**config.mk**
```make
export PLATFORM = sky130hd
export DESIGN_NAME = audio_sample_pacer
export DESIGN_NICKNAME = d
export VERILOG_FILES = /design/src/rtl/audio_sample_pacer.sv
export SDC_FILE = /design/constraint.sdc
export NUM_CORES = 1
export LEC_CHECK = 0
export BUFFER_PORTS_ARGS = -buffer_cell sky130_fd_sc_hd__buf_2
export CAP_MARGIN = 20
export CORE_MARGIN = 4
export CORE_UTILIZATION = 60
export DETAILED_ROUTE_END_ITERATION = 7
export PLACE_DENSITY = 0.86
export SYNTH_ARGS = -nofsm -noshare
export SYNTH_HDL_FRONTEND = slang
export SYNTH_SLANG_ARGS = --single-unit
```
**constraint.sdc**
```tcl
create_clock -name clk -period 3.9 [get_ports clk]
set_clock_uncertainty 0.05 [all_clocks]
set_input_delay 1.17 -clock clk [delete_from_list [all_inputs] [get_ports clk]]
set_output_delay 1.17 -clock clk [all_outputs]
set_load 0.02 [all_outputs]
```
**src/rtl/audio_sample_pacer.sv**
```systemverilog
// Paces buffered audio samples out to the codec at a fixed sample rate.
// A small FIFO absorbs bursty reader traffic; one sample per tick goes to both codec channels.
module audio_sample_pacer #(
  parameter int DATA_W  = 16,
  parameter int DEPTH   = 8,
  parameter int CLK_DIV = 2272
) (
  input  logic                     clk,
  input  logic                     reset,
  input  logic [DATA_W-1:0]        sample_in,
  input  logic                     sample_valid,
  output logic                     sample_ready,
  input  logic                     enable,
  input  logic                     audio_out_allowed,
  output logic                     write_audio_out,
  output logic [DATA_W-1:0]        left_data,
  output logic [DATA_W-1:0]        right_data,
  output logic [$clog2(DEPTH):0]   fifo_level,
  output logic [15:0]              underrun_count,
  output logic                     codec_stall,
  output logic [1:0]               state_dbg
);

  localparam int AW = $clog2(DEPTH);
  localparam int LW = AW + 1;
  localparam int DW = (CLK_DIV > 1) ? $clog2(CLK_DIV) : 1;
  localparam logic [DW-1:0] DIV_MAX = DW'(CLK_DIV - 1);

  // State encoding is visible on state_dbg: 0 IDLE, 1 WAIT_TICK, 2 WAIT_CODEC, 3 WRITE.
  typedef enum logic [1:0] {
    S_IDLE       = 2'd0,
    S_WAIT_TICK  = 2'd1,
    S_WAIT_CODEC = 2'd2,
    S_WRITE      = 2'd3
  } state_t;

  state_t              state, state_next;
  logic [DW-1:0]       div_cnt;
  logic                tick;
  logic [DATA_W-1:0]   mem [DEPTH];
  logic [AW-1:0]       wr_ptr, rd_ptr;
  logic [LW-1:0]       count, count_next;
  logic                full, empty, push, pop;
  logic                load, stall_set;
  logic [DATA_W-1:0]   data_q;
  logic [15:0]         underrun_q, underrun_next;
  logic                write_q, stall_q;

  // Sample-rate divider: free-runs only while playback is enabled.
  always_ff @(posedge clk or negedge reset) begin
    if (!reset) begin
      div_cnt <= '0;
    end else if (!enable || div_cnt == DIV_MAX) begin
      div_cnt <= '0;
    end else begin
      div_cnt <= div_cnt + 1'b1;
    end
  end

  assign tick = enable && (div_cnt == DIV_MAX);

  // Handshake: a sample transfers on any cycle where sample_valid && sample_ready;
  // sample_ready reflects only the registered full flag, so a same-cycle pop never frees a slot early.
  assign full         = (count == LW'(DEPTH));
  assign empty        = (count == '0);
  assign sample_ready = !full;
  assign push         = sample_valid && !full;

  always_comb begin
    state_next = state;
    load       = 1'b0;
    pop        = 1'b0;
    stall_set  = 1'b0;
    if (!enable) begin
      state_next = S_IDLE;
    end else begin
      unique case (state)
        S_IDLE: state_next = S_WAIT_TICK;
        S_WAIT_TICK: begin
          if (tick) begin
            load       = 1'b1;
            pop        = !empty;
            state_next = S_WAIT_CODEC;
          end
        end
        S_WAIT_CODEC: begin
          if (audio_out_allowed) state_next = S_WRITE;
          stall_set = tick;
        end
        S_WRITE: begin
          state_next = S_WAIT_TICK;
          stall_set  = tick;
        end
        default: state_next = S_IDLE;
      endcase
    end
  end

  always_comb begin
    unique case ({push, pop})
      2'b10:   count_next = count + 1'b1;
      2'b01:   count_next = count - 1'b1;
      default: count_next = count;
    endcase
  end

  // An empty tick replays the previous sample rather than outputting silence.
  assign underrun_next = (load && empty && underrun_q != 16'hFFFF) ? underrun_q + 16'd1 : underrun_q;

  always_ff @(posedge clk) begin
    if (push) mem[wr_ptr] <= sample_in;
  end

  always_ff @(posedge clk or negedge reset) begin
    if (!reset) begin
      state      <= S_IDLE;
      wr_ptr     <= '0;
      rd_ptr     <= '0;
      count      <= '0;
      data_q     <= '0;
      underrun_q <= '0;
      write_q    <= 1'b0;
      stall_q    <= 1'b0;
    end else begin
      state      <= state_next;
      count      <= count_next;
      underrun_q <= underrun_next;
      write_q    <= (state_next == S_WRITE);
      if (push) wr_ptr <= wr_ptr + 1'b1;
      if (pop) begin
        rd_ptr <= rd_ptr + 1'b1;
        data_q <= mem[rd_ptr];
      end
      if (!enable)        stall_q <= 1'b0;
      else if (stall_set) stall_q <= 1'b1;
    end
  end

  assign write_audio_out = write_q;
  assign left_data       = data_q;
  assign right_data      = data_q;
  assign fifo_level      = count;
  assign underrun_count  = underrun_q;
  assign codec_stall     = stall_q;
  assign state_dbg       = state;

endmodule

```
==> results of run 1 <==
sequential cells by signal (all words and copies together), names as in the netlist:
signal / cells
state_dbg: 2
fifo_level: 4
write_audio_out: 1
div_cnt: 12
underrun_count: 16
wr_ptr: 3
rd_ptr: 3
codec_stall: 1
left_data: 16
mem: 128
layout by cell type, fill, tap and decap left out, drive strengths merged, types with 2 or more instances in the layout:
cell / n
or2: 3
clkinvlp: 3
ha: 12
edfxtp: 128
mux4: 32
and4: 2
xor2: 15
dfrtp: 58
mux2i: 17
nor3: 7
nor4b: 2
and2: 2
a211oi: 2
nand4: 6
xnor2: 16
and3: 4
nor4: 2
nand3: 13
mux2: 3
nor2: 28
nand2b: 3
clkinv: 2
nand2: 43
bufinv: 2
o21ai: 20
inv: 13
or4: 2
clkbuf: 19
buf: 88
a21oi: 2
how the worst max path moves through the flow:
stage / end / from / slack [ns]
6_report: sample_ready / fifo_level[1] / 1.17
5_1_grt: fifo_level[3] / div_cnt[0] / 1.05
4_1_cts: sample_ready / fifo_level[0] / 1.16
3_5_place_dp: fifo_level[3] / enable / 0.88
3_3_place_gp: fifo_level[3] / enable / 1.00
2_1_floorplan: mem[0][0] / sample_valid / 0.72
cell type report:
class	instances	area, um2
clock buffer	19	432.9
clock inverter	13	143.9
fill	772	3532
inverter	7	26.28
multi-input combinational	244	2140
sequential	186	5296
tap	168	210.2
timing repair buffer	88	480.5
stage by stage:
stage | util (%) | hold slack, ns | power (mW)
after floorplan | - | 0.3739 | 2.833
after global placement | 66.49 | 0.3888 | 3.023
after detailed placement | 66.49 | 0.4016 | 3.081
after CTS | 71.19 | 0.4130 | 4.757
after global routing | 71.19 | 0.4340 | 4.916
final | 71.19 | 0.4092 | 4.727
kinds of logic after synthesis:
kind of cell	count (synthesis)
flops	186
xor+xnor	31
buf+inv	40
compound gates	28
fa+ha+maj	13
simple gates	120
mux	52
routing by layer:
layer | wire [um] | global-route usage [%]
met5 | 0 | 0
met4 | 216 | 7.649
met3 | 794 | 5.781
met2 | 7618 | 35.85
met1 | 5751 | 27.50
power by group through the flow:
stage | Combinational, mW | Sequential, mW | Clock, mW
after detailed placement | 0.559 | 2.52 | 0
after global placement | 0.526 | 2.50 | 0
final | 0.558 | 2.49 | 1.68
after floorplan | 0.308 | 2.52 | 0
after CTS | 0.567 | 2.49 | 1.70
after global routing | 0.616 | 2.51 | 1.79
worst register-to-register path: stages (launching register included):
cell,delay [ns]
sky130_fd_sc_hd__dfrtp_1,0.37
sky130_fd_sc_hd__ha_1,0.20
sky130_fd_sc_hd__and4_1,0.31
sky130_fd_sc_hd__nand3_1,0.13
sky130_fd_sc_hd__nor2_1,0.23
sky130_fd_sc_hd__ha_1,0.26
sky130_fd_sc_hd__ha_1,0.26
sky130_fd_sc_hd__a21o_1,0.19
sky130_fd_sc_hd__a21oi_1,0.17
sky130_fd_sc_hd__xnor2_1,0.14
sky130_fd_sc_hd__nor2_1,0.07
sky130_fd_sc_hd__xor2_1,0.15
==> report_table.html, run 1 <==
<table>
<tr><th>Metric</th><th>Value</th></tr>
<tr><th colspan="2">Logic synthesis</th></tr>
<tr><td>Synthesized netlist cell count</td><td>470</td></tr>
<tr><td>Dominant combinational cell family by area after synthesis</td><td>multiplexers</td></tr>
<tr><td>Flops &amp; latches, synth</td><td>186</td></tr>
<tr><td>Post-Synthesis Net Count</td><td>roughly 500</td></tr>
<tr><td>Count of distinct cell types in the synthesized netlist</td><td>between 40 and 50</td></tr>
<tr><td>Share of the synthesized area in compound gates (AO/OA/AOI/OAI)</td><td>2.092%</td></tr>
<tr><td>Number of warnings issued by yosys</td><td>0</td></tr>
<tr><td>Fraction of registers with async set or reset after synthesis</td><td>31.18%</td></tr>
<tr><td>Parity-gate share of the synthesized area counting xor and xnor cells</td><td>3.645%</td></tr>
<tr><td>Post-synth top area share</td><td>between 50% and 60%</td></tr>
<tr><td>Synth Area in Adders</td><td>approximately 2.2%</td></tr>
<tr><td>Dominant register cell in the synthesized netlist</td><td>sky130_fd_sc_hd__edfxtp_1</td></tr>
<tr><td>Cell area after technology mapping</td><td>0.007655 mm2</td></tr>
<tr><td>Number of synthesized flops with an enable pin</td><td>128</td></tr>
<tr><td>Mux share of post-synthesis cell area</td><td>12.08%</td></tr>
<tr><td>Simple-Gate Fraction of Synth Area</td><td>7.780%</td></tr>
<tr><td>Avg Inst Size Synth</td><td>16.29 um2</td></tr>
<tr><td>Largest area contributor in the netlist</td><td>sky130_fd_sc_hd__edfxtp_1</td></tr>
<tr><td>Largest cells by area after synthesis</td><td>sky130_fd_sc_hd__edfxtp_1, sky130_fd_sc_hd__dfrtp_1, sky130_fd_sc_hd__mux4_2</td></tr>
<tr><td>Most frequent cells after synthesis</td><td>sky130_fd_sc_hd__edfxtp_1, sky130_fd_sc_hd__dfrtp_1, sky130_fd_sc_hd__nand2_1</td></tr>
<tr><td>Sequential area share after synthesis</td><td>69.17%</td></tr>
<tr><td>Dominant cell by count in the synthesized netlist</td><td>sky130_fd_sc_hd__edfxtp_1</td></tr>
<tr><th colspan="2">Setup path</th></tr>
<tr><td>Arr. time, crit path</td><td>~1.5 ns</td></tr>
<tr><td>R2R setup slack</td><td>1.27 ns</td></tr>
<tr><td>Cells along the critical path</td><td>nor3_1 &gt; nand2_1 &gt; buf_2</td></tr>
<tr><td>Sort of element at the start of the critical path</td><td>flip-flop</td></tr>
<tr><td>CP Buf/Inv Count</td><td>1</td></tr>
<tr><td>Critical-path maximum fanout</td><td>5</td></tr>
<tr><td>WS Path Type</td><td>flip-flop to output port</td></tr>
<tr><td>Category of the worst setup path capture point</td><td>output port</td></tr>
<tr><td>Worst flop-to-flop path startpoint</td><td>div_cnt[0]</td></tr>
<tr><td>Critical path's largest stage delay</td><td>0.43 ns</td></tr>
<tr><td>Required time at the endpoint of the critical path</td><td>2.68 ns</td></tr>
<tr><td>Number of logic stages on the critical path including buffering</td><td>3</td></tr>
<tr><td>R2R cell count</td><td>11</td></tr>
<tr><td>Top cell family by delay on the critical path</td><td>simple AND/OR/NAND/NOR gates</td></tr>
<tr><td>Cell with the largest stage delay on the worst path</td><td>sky130_fd_sc_hd__dfrtp_1</td></tr>
<tr><td>Endpoint of the worst-slack reg-to-reg timing path</td><td>fifo_level[3]</td></tr>
<tr><th colspan="2">Clocking</th></tr>
<tr><td>Postcts setup bufs</td><td>0</td></tr>
<tr><td>Total clock buffers created by CTS</td><td>17</td></tr>
<tr><td>Reg clk slew, reported paths</td><td>about 0.070 ns</td></tr>
<tr><td>CTS tree</td><td>done</td></tr>
<tr><td>H-tree Lvls</td><td>4</td></tr>
<tr><td>Clock Sink Count</td><td>186</td></tr>
<tr><td>Post-cts hold buffer count</td><td>0</td></tr>
<tr><td>Skew-Pair Late Insertion Delay</td><td>0.43 ns</td></tr>
<tr><td>Worst-case clock buffer depth</td><td>2</td></tr>
<tr><td>Number of gates resized after CTS</td><td>0</td></tr>
<tr><td>Cell chosen for the clock root</td><td>sky130_fd_sc_hd__clkbuf_16</td></tr>
<tr><th colspan="2">Power</th></tr>
<tr><td>Internal power consumption</td><td>3.524 mW</td></tr>
<tr><td>Clk pwr share</td><td>35.6%</td></tr>
<tr><td>LEAKAGE</td><td>between 3 and 4 nW</td></tr>
<tr><td>Part of the power in registers</td><td>a little over half</td></tr>
<tr><td>Net Switching</td><td>between 1 and 1.5 mW</td></tr>
<tr><td>Power density relative to cell area</td><td>541.5 mW/mm2</td></tr>
<tr><td>Combinational fraction of design power</td><td>11.8%</td></tr>
<tr><td>Max VDD drop</td><td>0.0004290 V</td></tr>
<tr><td>Sw Share</td><td>25.46%</td></tr>
<tr><th colspan="2">GRT</th></tr>
<tr><td>Overall global routing resource usage</td><td>a little over a fifth</td></tr>
<tr><td>Via count of the first global-routing pass</td><td>4373</td></tr>
<tr><td>Antenna violations before repair</td><td>0</td></tr>
<tr><td>First-pass GRT wire length</td><td>around 23000 um</td></tr>
<tr><td>Total global routing overflow</td><td>0</td></tr>
<tr><td>Maximum number of pins on one net before global-route repair</td><td>59</td></tr>
<tr><th colspan="2">Cells and area</th></tr>
<tr><td>Diode count</td><td>0</td></tr>
<tr><td>Final non-filler cell total</td><td>725</td></tr>
<tr><td>Layout Area Growth over Synthesis</td><td>14.04%</td></tr>
<tr><td>Fraction of final layout cells with drive strength greater than 1</td><td>29.26%</td></tr>
<tr><td>Final design area excluding fillers</td><td>0.008730 mm2</td></tr>
<tr><td>Final net count</td><td>578</td></tr>
<tr><th colspan="2">Worst hold path</th></tr>
<tr><td>Class of the tightest hold or removal check</td><td>flip-flop to flip-flop</td></tr>
<tr><td>Instance count along the most critical hold path</td><td>1</td></tr>
<tr><td>Sink of the worst hold path</td><td>div_cnt[0]</td></tr>
<tr><td>Startpoint of the most critical hold path</td><td>div_cnt[0]</td></tr>
<tr><th colspan="2">Floorplanning</th></tr>
<tr><td>Floorplan core area</td><td>0.01226 mm2</td></tr>
<tr><td>Die boundary width</td><td>121.0 um</td></tr>
<tr><td>Area of the die</td><td>0.01463 mm2</td></tr>
<tr><td>Y dimension of the die</td><td>121.0 um</td></tr>
<tr><td>Count of standard-cell rows</td><td>40</td></tr>
<tr><td>Ports placed on the boundary</td><td>a little under 80</td></tr>
<tr><td>Starting Density</td><td>62.43%</td></tr>
<tr><th colspan="2">STA</th></tr>
<tr><td>Number of endpoints failing setup at the final stage</td><td>0</td></tr>
<tr><td>Pin slew with the least headroom to its limit</td><td>1.099 ns</td></tr>
<tr><td>Total negative setup slack</td><td>0 ns</td></tr>
<tr><td>Hold Vio Cnt, Final</td><td>0</td></tr>
<tr><td>Setup slack after layout</td><td>between 1 and 1.5 ns</td></tr>
<tr><td>Number of pins with negative max-slew slack in the final report</td><td>0</td></tr>
<tr><td>Fin crit share</td><td>a little over two thirds</td></tr>
<tr><td>Slew margin rel.</td><td>26.74%</td></tr>
<tr><td>Fmax achieved</td><td>366.5 MHz</td></tr>
<tr><td>Unrepaired setup endpoints after global routing</td><td>false</td></tr>
<tr><td>Post-layout minimum cycle time</td><td>2.728 ns</td></tr>
<tr><th colspan="2">Flow run</th></tr>
<tr><td>Max-capacitance violation count</td><td>0</td></tr>
<tr><th colspan="2">Detailed routing</th></tr>
<tr><td>Post-DR vias/cell</td><td>about 5.8</td></tr>
<tr><td>Number of iterations in the first detailed-routing pass</td><td>4</td></tr>
<tr><td>Post-route DRC</td><td>0</td></tr>
<tr><td>Final WL</td><td>14380 um</td></tr>
<tr><td>WL/cell</td><td>19.84 um</td></tr>
<tr><td>Residual antenna-violating net count after detailed routing</td><td>0</td></tr>
<tr><td>DR iter-0 viols</td><td>327</td></tr>
<tr><td>Routed via count</td><td>~4200</td></tr>
<tr><th colspan="2">Place</th></tr>
<tr><td>Cell area reported after detailed placement</td><td>0.008153 mm2</td></tr>
<tr><td>Half-perimeter wire length after detailed placement</td><td>8707 um</td></tr>
<tr><td>Placer Congestion</td><td>approximately 0.85</td></tr>
<tr><td>Port buffer count</td><td>77</td></tr>
<tr><td>Worst Setup Slack post-DPL</td><td>0.8839 ns</td></tr>
<tr><td>Number of cells in the design after placement</td><td>693</td></tr>
<tr><th colspan="2">Outcome</th></tr>
<tr><td>Status</td><td>completed</td></tr>
</table>
Power figures use the tool's default switching activity.
==> run 2: changes to the inputs <==
--- a/config.mk
+++ b/config.mk
@@ -8,9 +8,9 @@
 export BUFFER_PORTS_ARGS = -buffer_cell sky130_fd_sc_hd__buf_2
 export CAP_MARGIN = 20
 export CORE_MARGIN = 4
-export CORE_UTILIZATION = 60
+export CORE_UTILIZATION = 53
 export DETAILED_ROUTE_END_ITERATION = 7
-export PLACE_DENSITY = 0.86
+export PLACE_DENSITY = 0.81
 export SYNTH_ARGS = -nofsm -noshare
 export SYNTH_HDL_FRONTEND = slang
 export SYNTH_SLANG_ARGS = --single-unit
==> constraint.sdc (replaced) <==
create_clock -name clk -period 2.4 [get_ports clk]
set_clock_uncertainty 0.05 [all_clocks]
set_input_delay 0.72 -clock clk [delete_from_list [all_inputs] [get_ports clk]]
set_output_delay 0.72 -clock clk [all_outputs]
set_load 0.02 [all_outputs]
==> report_table.html, run 2 (synthesized netlist as in run 1, its figures left out) <==
<table>
<tr><th>Metric</th><th>Value</th></tr>
<tr><th colspan="2">Outcome</th></tr>
<tr><td>Failing checks</td><td>negative setup slack</td></tr>
<tr><td>Status</td><td>finished, violations left (was completed)</td></tr>
<tr><th colspan="2">Clocking</th></tr>
<tr><td>Cell chosen for the clock root</td><td>sky130_fd_sc_hd__clkbuf_16 (unchanged)</td></tr>
<tr><td>Clock Sink Count</td><td>186 (unchanged)</td></tr>
<tr><td>Reg clk slew, reported paths</td><td>0.07 ns (about the same)</td></tr>
<tr><td>Skew-Pair Late Insertion Delay</td><td>0.42 ns (was 0.43 ns)</td></tr>
<tr><td>Worst-case clock buffer depth</td><td>2 (unchanged)</td></tr>
<tr><td>Total clock buffers created by CTS</td><td>17 (unchanged)</td></tr>
<tr><td>H-tree Lvls</td><td>4 (unchanged)</td></tr>
<tr><td>CTS tree</td><td>done (unchanged)</td></tr>
<tr><th colspan="2">GRT</th></tr>
<tr><td>Overall global routing resource usage</td><td>19.47% (was 21.54%)</td></tr>
<tr><td>Total global routing overflow</td><td>0 (unchanged)</td></tr>
<tr><td>First-pass GRT wire length</td><td>23950 um (was 23460 um)</td></tr>
<tr><td>Antenna violations before repair</td><td>2 (was 0)</td></tr>
<tr><td>Via count of the first global-routing pass</td><td>4344 (was 4373)</td></tr>
<tr><td>Maximum number of pins on one net before global-route repair</td><td>59 (unchanged)</td></tr>
<tr><th colspan="2">STA</th></tr>
<tr><td>Number of pins with negative max-slew slack in the final report</td><td>0 (unchanged)</td></tr>
<tr><td>Setup slack after layout</td><td>-0.01465 ns (was 1.172 ns)</td></tr>
<tr><td>Fin crit share</td><td>100.6%</td></tr>
<tr><td>Post-layout minimum cycle time</td><td>2.415 ns</td></tr>
<tr><td>Slew margin rel.</td><td>54.91% (was 26.74%)</td></tr>
<tr><td>Number of endpoints failing setup at the final stage</td><td>1 (was 0)</td></tr>
<tr><td>Hold Vio Cnt, Final</td><td>0 (unchanged)</td></tr>
<tr><td>Unrepaired setup endpoints after global routing</td><td>true (was false)</td></tr>
<tr><td>Fmax achieved</td><td>414.1 MHz</td></tr>
<tr><td>Pin slew with the least headroom to its limit</td><td>0.6764 ns (was 1.099 ns)</td></tr>
<tr><th colspan="2">Place</th></tr>
<tr><td>Placer Congestion</td><td>0.8384 (was 0.8513)</td></tr>
<tr><td>Number of cells in the design after placement</td><td>724 (was 693)</td></tr>
<tr><td>Port buffer count</td><td>77 (unchanged)</td></tr>
<tr><td>Half-perimeter wire length after detailed placement</td><td>9592 um (was 8707 um)</td></tr>
<tr><th colspan="2">Flow run</th></tr>
<tr><td>Max-capacitance violation count</td><td>0 (unchanged)</td></tr>
<tr><th colspan="2">Detailed routing</th></tr>
<tr><td>Number of iterations in the first detailed-routing pass</td><td>5 (was 4)</td></tr>
<tr><td>Routed via count</td><td>4322 (was 4185)</td></tr>
<tr><td>WL/cell</td><td>20.42 um (was 19.84 um)</td></tr>
<tr><td>Post-DR vias/cell</td><td>5.694 (was 5.772)</td></tr>
<tr><td>DR iter-0 viols</td><td>354 (was 327)</td></tr>
<tr><td>Final WL</td><td>15500 um (was 14380 um)</td></tr>
<tr><td>Residual antenna-violating net count after detailed routing</td><td>0 (unchanged)</td></tr>
<tr><td>Post-route DRC</td><td>0 (unchanged)</td></tr>
<tr><th colspan="2">Setup path</th></tr>
<tr><td>WS Path Type</td><td>flip-flop to flip-flop (was flip-flop to output port)</td></tr>
<tr><td>Category of the worst setup path capture point</td><td>flip-flop (was output port)</td></tr>
<tr><td>Sort of element at the start of the critical path</td><td>flip-flop (unchanged)</td></tr>
<tr><td>Arr. time, crit path</td><td>2.70 ns (was 1.51 ns)</td></tr>
<tr><td>Critical-path maximum fanout</td><td>2 (was 5)</td></tr>
<tr><td>Required time at the endpoint of the critical path</td><td>2.68 ns (about the same)</td></tr>
<tr><td>R2R cell count</td><td>10 (was 11)</td></tr>
<tr><th colspan="2">Cells and area</th></tr>
<tr><td>Final net count</td><td>600 (was 578)</td></tr>
<tr><td>Final non-filler cell total</td><td>759 (was 725)</td></tr>
<tr><td>Fraction of final layout cells with drive strength greater than 1</td><td>34.37% (was 29.26%)</td></tr>
<tr><td>Flip-flop count of the largest register, all copies and words added</td><td>128 (unchanged)</td></tr>
<tr><td>Layout Area Growth over Synthesis</td><td>18.75% (was 14.04%)</td></tr>
<tr><td>Share of the core filled with cells</td><td>64.98% (was 71.19%)</td></tr>
<tr><td>Most common cell after layout, fill and taps aside</td><td>sky130_fd_sc_hd__edfxtp_1 (unchanged)</td></tr>
<tr><td>Leading cell types in the layout, fill and taps excluded</td><td>sky130_fd_sc_hd__edfxtp_1, sky130_fd_sc_hd__buf_2, sky130_fd_sc_hd__dfrtp_1, sky130_fd_sc_hd__nand2_1, sky130_fd_sc_hd__mux4_2 (unchanged)</td></tr>
<tr><td>Top reg by flops</td><td>mem (unchanged)</td></tr>
<tr><td>Diode count</td><td>0 (unchanged)</td></tr>
<tr><th colspan="2">Floorplanning</th></tr>
<tr><td>Die boundary width</td><td>128.2 um (was 121.0 um)</td></tr>
<tr><td>Area of the die</td><td>0.01643 mm2 (was 0.01463 mm2)</td></tr>
<tr><td>Floorplan core area</td><td>0.01399 mm2 (was 0.01226 mm2)</td></tr>
<tr><td>Starting Density</td><td>54.72% (was 62.43%)</td></tr>
<tr><td>Y dimension of the die</td><td>128.2 um (was 121.0 um)</td></tr>
<tr><td>Ports placed on the boundary</td><td>78 (unchanged)</td></tr>
<tr><td>Count of standard-cell rows</td><td>43 (was 40)</td></tr>
<tr><th colspan="2">Worst hold path</th></tr>
<tr><td>Class of the tightest hold or removal check</td><td>input port to async pin (was flip-flop to flip-flop)</td></tr>
<tr><th colspan="2">Power</th></tr>
<tr><td>Power density relative to cell area</td><td>885.2 mW/mm2 (was 541.5 mW/mm2)</td></tr>
<tr><td>Max VDD drop</td><td>0.0005611 V (was 0.0004290 V)</td></tr>
<tr><td>LEAKAGE</td><td>3.492 nW (was 3.353 nW)</td></tr>
</table>
-- run 2: cell count changes in the layout (fill, tap and decap cells not counted), sizes merged --
cell,previous run,this run
bufinv,2,3
clkinv,2,4
clkbuf,19,21
buf,88,110
clkinvlp,3,4
inv,13,7
-- run 2: power by group --
| group | leakage, nW | internal [mW] | switching, mW |
|---|---|---|---|
| Combinational | 1.26 | 0.477 | 0.715 |
| Clock | 0.285 | 1.69 | 1.16 |
| Sequential | 1.94 | 3.85 | 0.154 |
-- run 2: layer usage --
metal  track usage, %  up-vias  routed length [um]
li1                 -     1934                   -
met1            25.08     2232                6346
met2            32.49      129                8105
met3            5.083       23                 775
met4            6.305        4                 242
met5                0        -                  26
-- run 2: critical path, cell delays in order (launching register included) --
cell and delay (ns):
sky130_fd_sc_hd__dfrtp_2 0.41, sky130_fd_sc_hd__or4_4 0.56, sky130_fd_sc_hd__nand3_4 0.08, sky130_fd_sc_hd__nor2_2 0.05, sky130_fd_sc_hd__ha_2 0.19, sky130_fd_sc_hd__buf_4 0.15
sky130_fd_sc_hd__ha_4 0.28, sky130_fd_sc_hd__a21oi_2 0.06, sky130_fd_sc_hd__xnor2_1 0.13, sky130_fd_sc_hd__nor2_1 0.16, sky130_fd_sc_hd__xor2_1 0.20
-- run 2: area by class of cell --
cell class	count	area, um2
clock buffer	21	460.4
tap	180	225.2
timing repair buffer	110	714.4
clock inverter	11	147.6
fill	943	4898
inverter	7	26.28
sequential	186	5300
multi-input combinational	244	2216
-- run 2: repair_timing --
item,in CTS,in global routing
resized for setup,3,12
setup endpoints to repair,2,3
pin swaps,2,11
endpoints found under the hold margin,0,0
setup buffers,0,3
hold buffers,0,0
-- run 2: path summary, 6_finish.rpt --
path,start,to,slack [ns]
setup / recovery,fifo_level[0],fifo_level[3],-0.01
setup reg to reg,fifo_level[0],fifo_level[3],-0.01
max in group asynchronous,reset,div_cnt[9],1.76
hold / removal,reset,underrun_count[13],0.23
min in group clk,codec_stall,codec_stall,0.44
hold reg to reg,codec_stall,codec_stall,0.44
-- run 2: through the flow --
| stage | hold WS (ns) | power (mW) | area, um2 | setup WS, ns | TNS [ns] |
|---|---|---|---|---|---|
| 6_report | 0.2276 | 8.046 | 9090 | -0.01465 | -0.01465 |
| 5_1_grt | 0.2589 | 8.352 | 9090 | -0.1030 | -0.1152 |
| 4_1_cts | 0.2474 | 7.997 | 9000 | 0.01268 | 0 |
| 3_5_place_dp | 0.4047 | 5.148 | 8382 | -0.01852 | -0.01852 |
| 3_3_place_gp | 0.3828 | 5.056 | 8382 | 0.07241 | 0 |
| 2_1_floorplan | 0.3739 | 4.624 | 7674 | -0.02355 | -0.7536 |
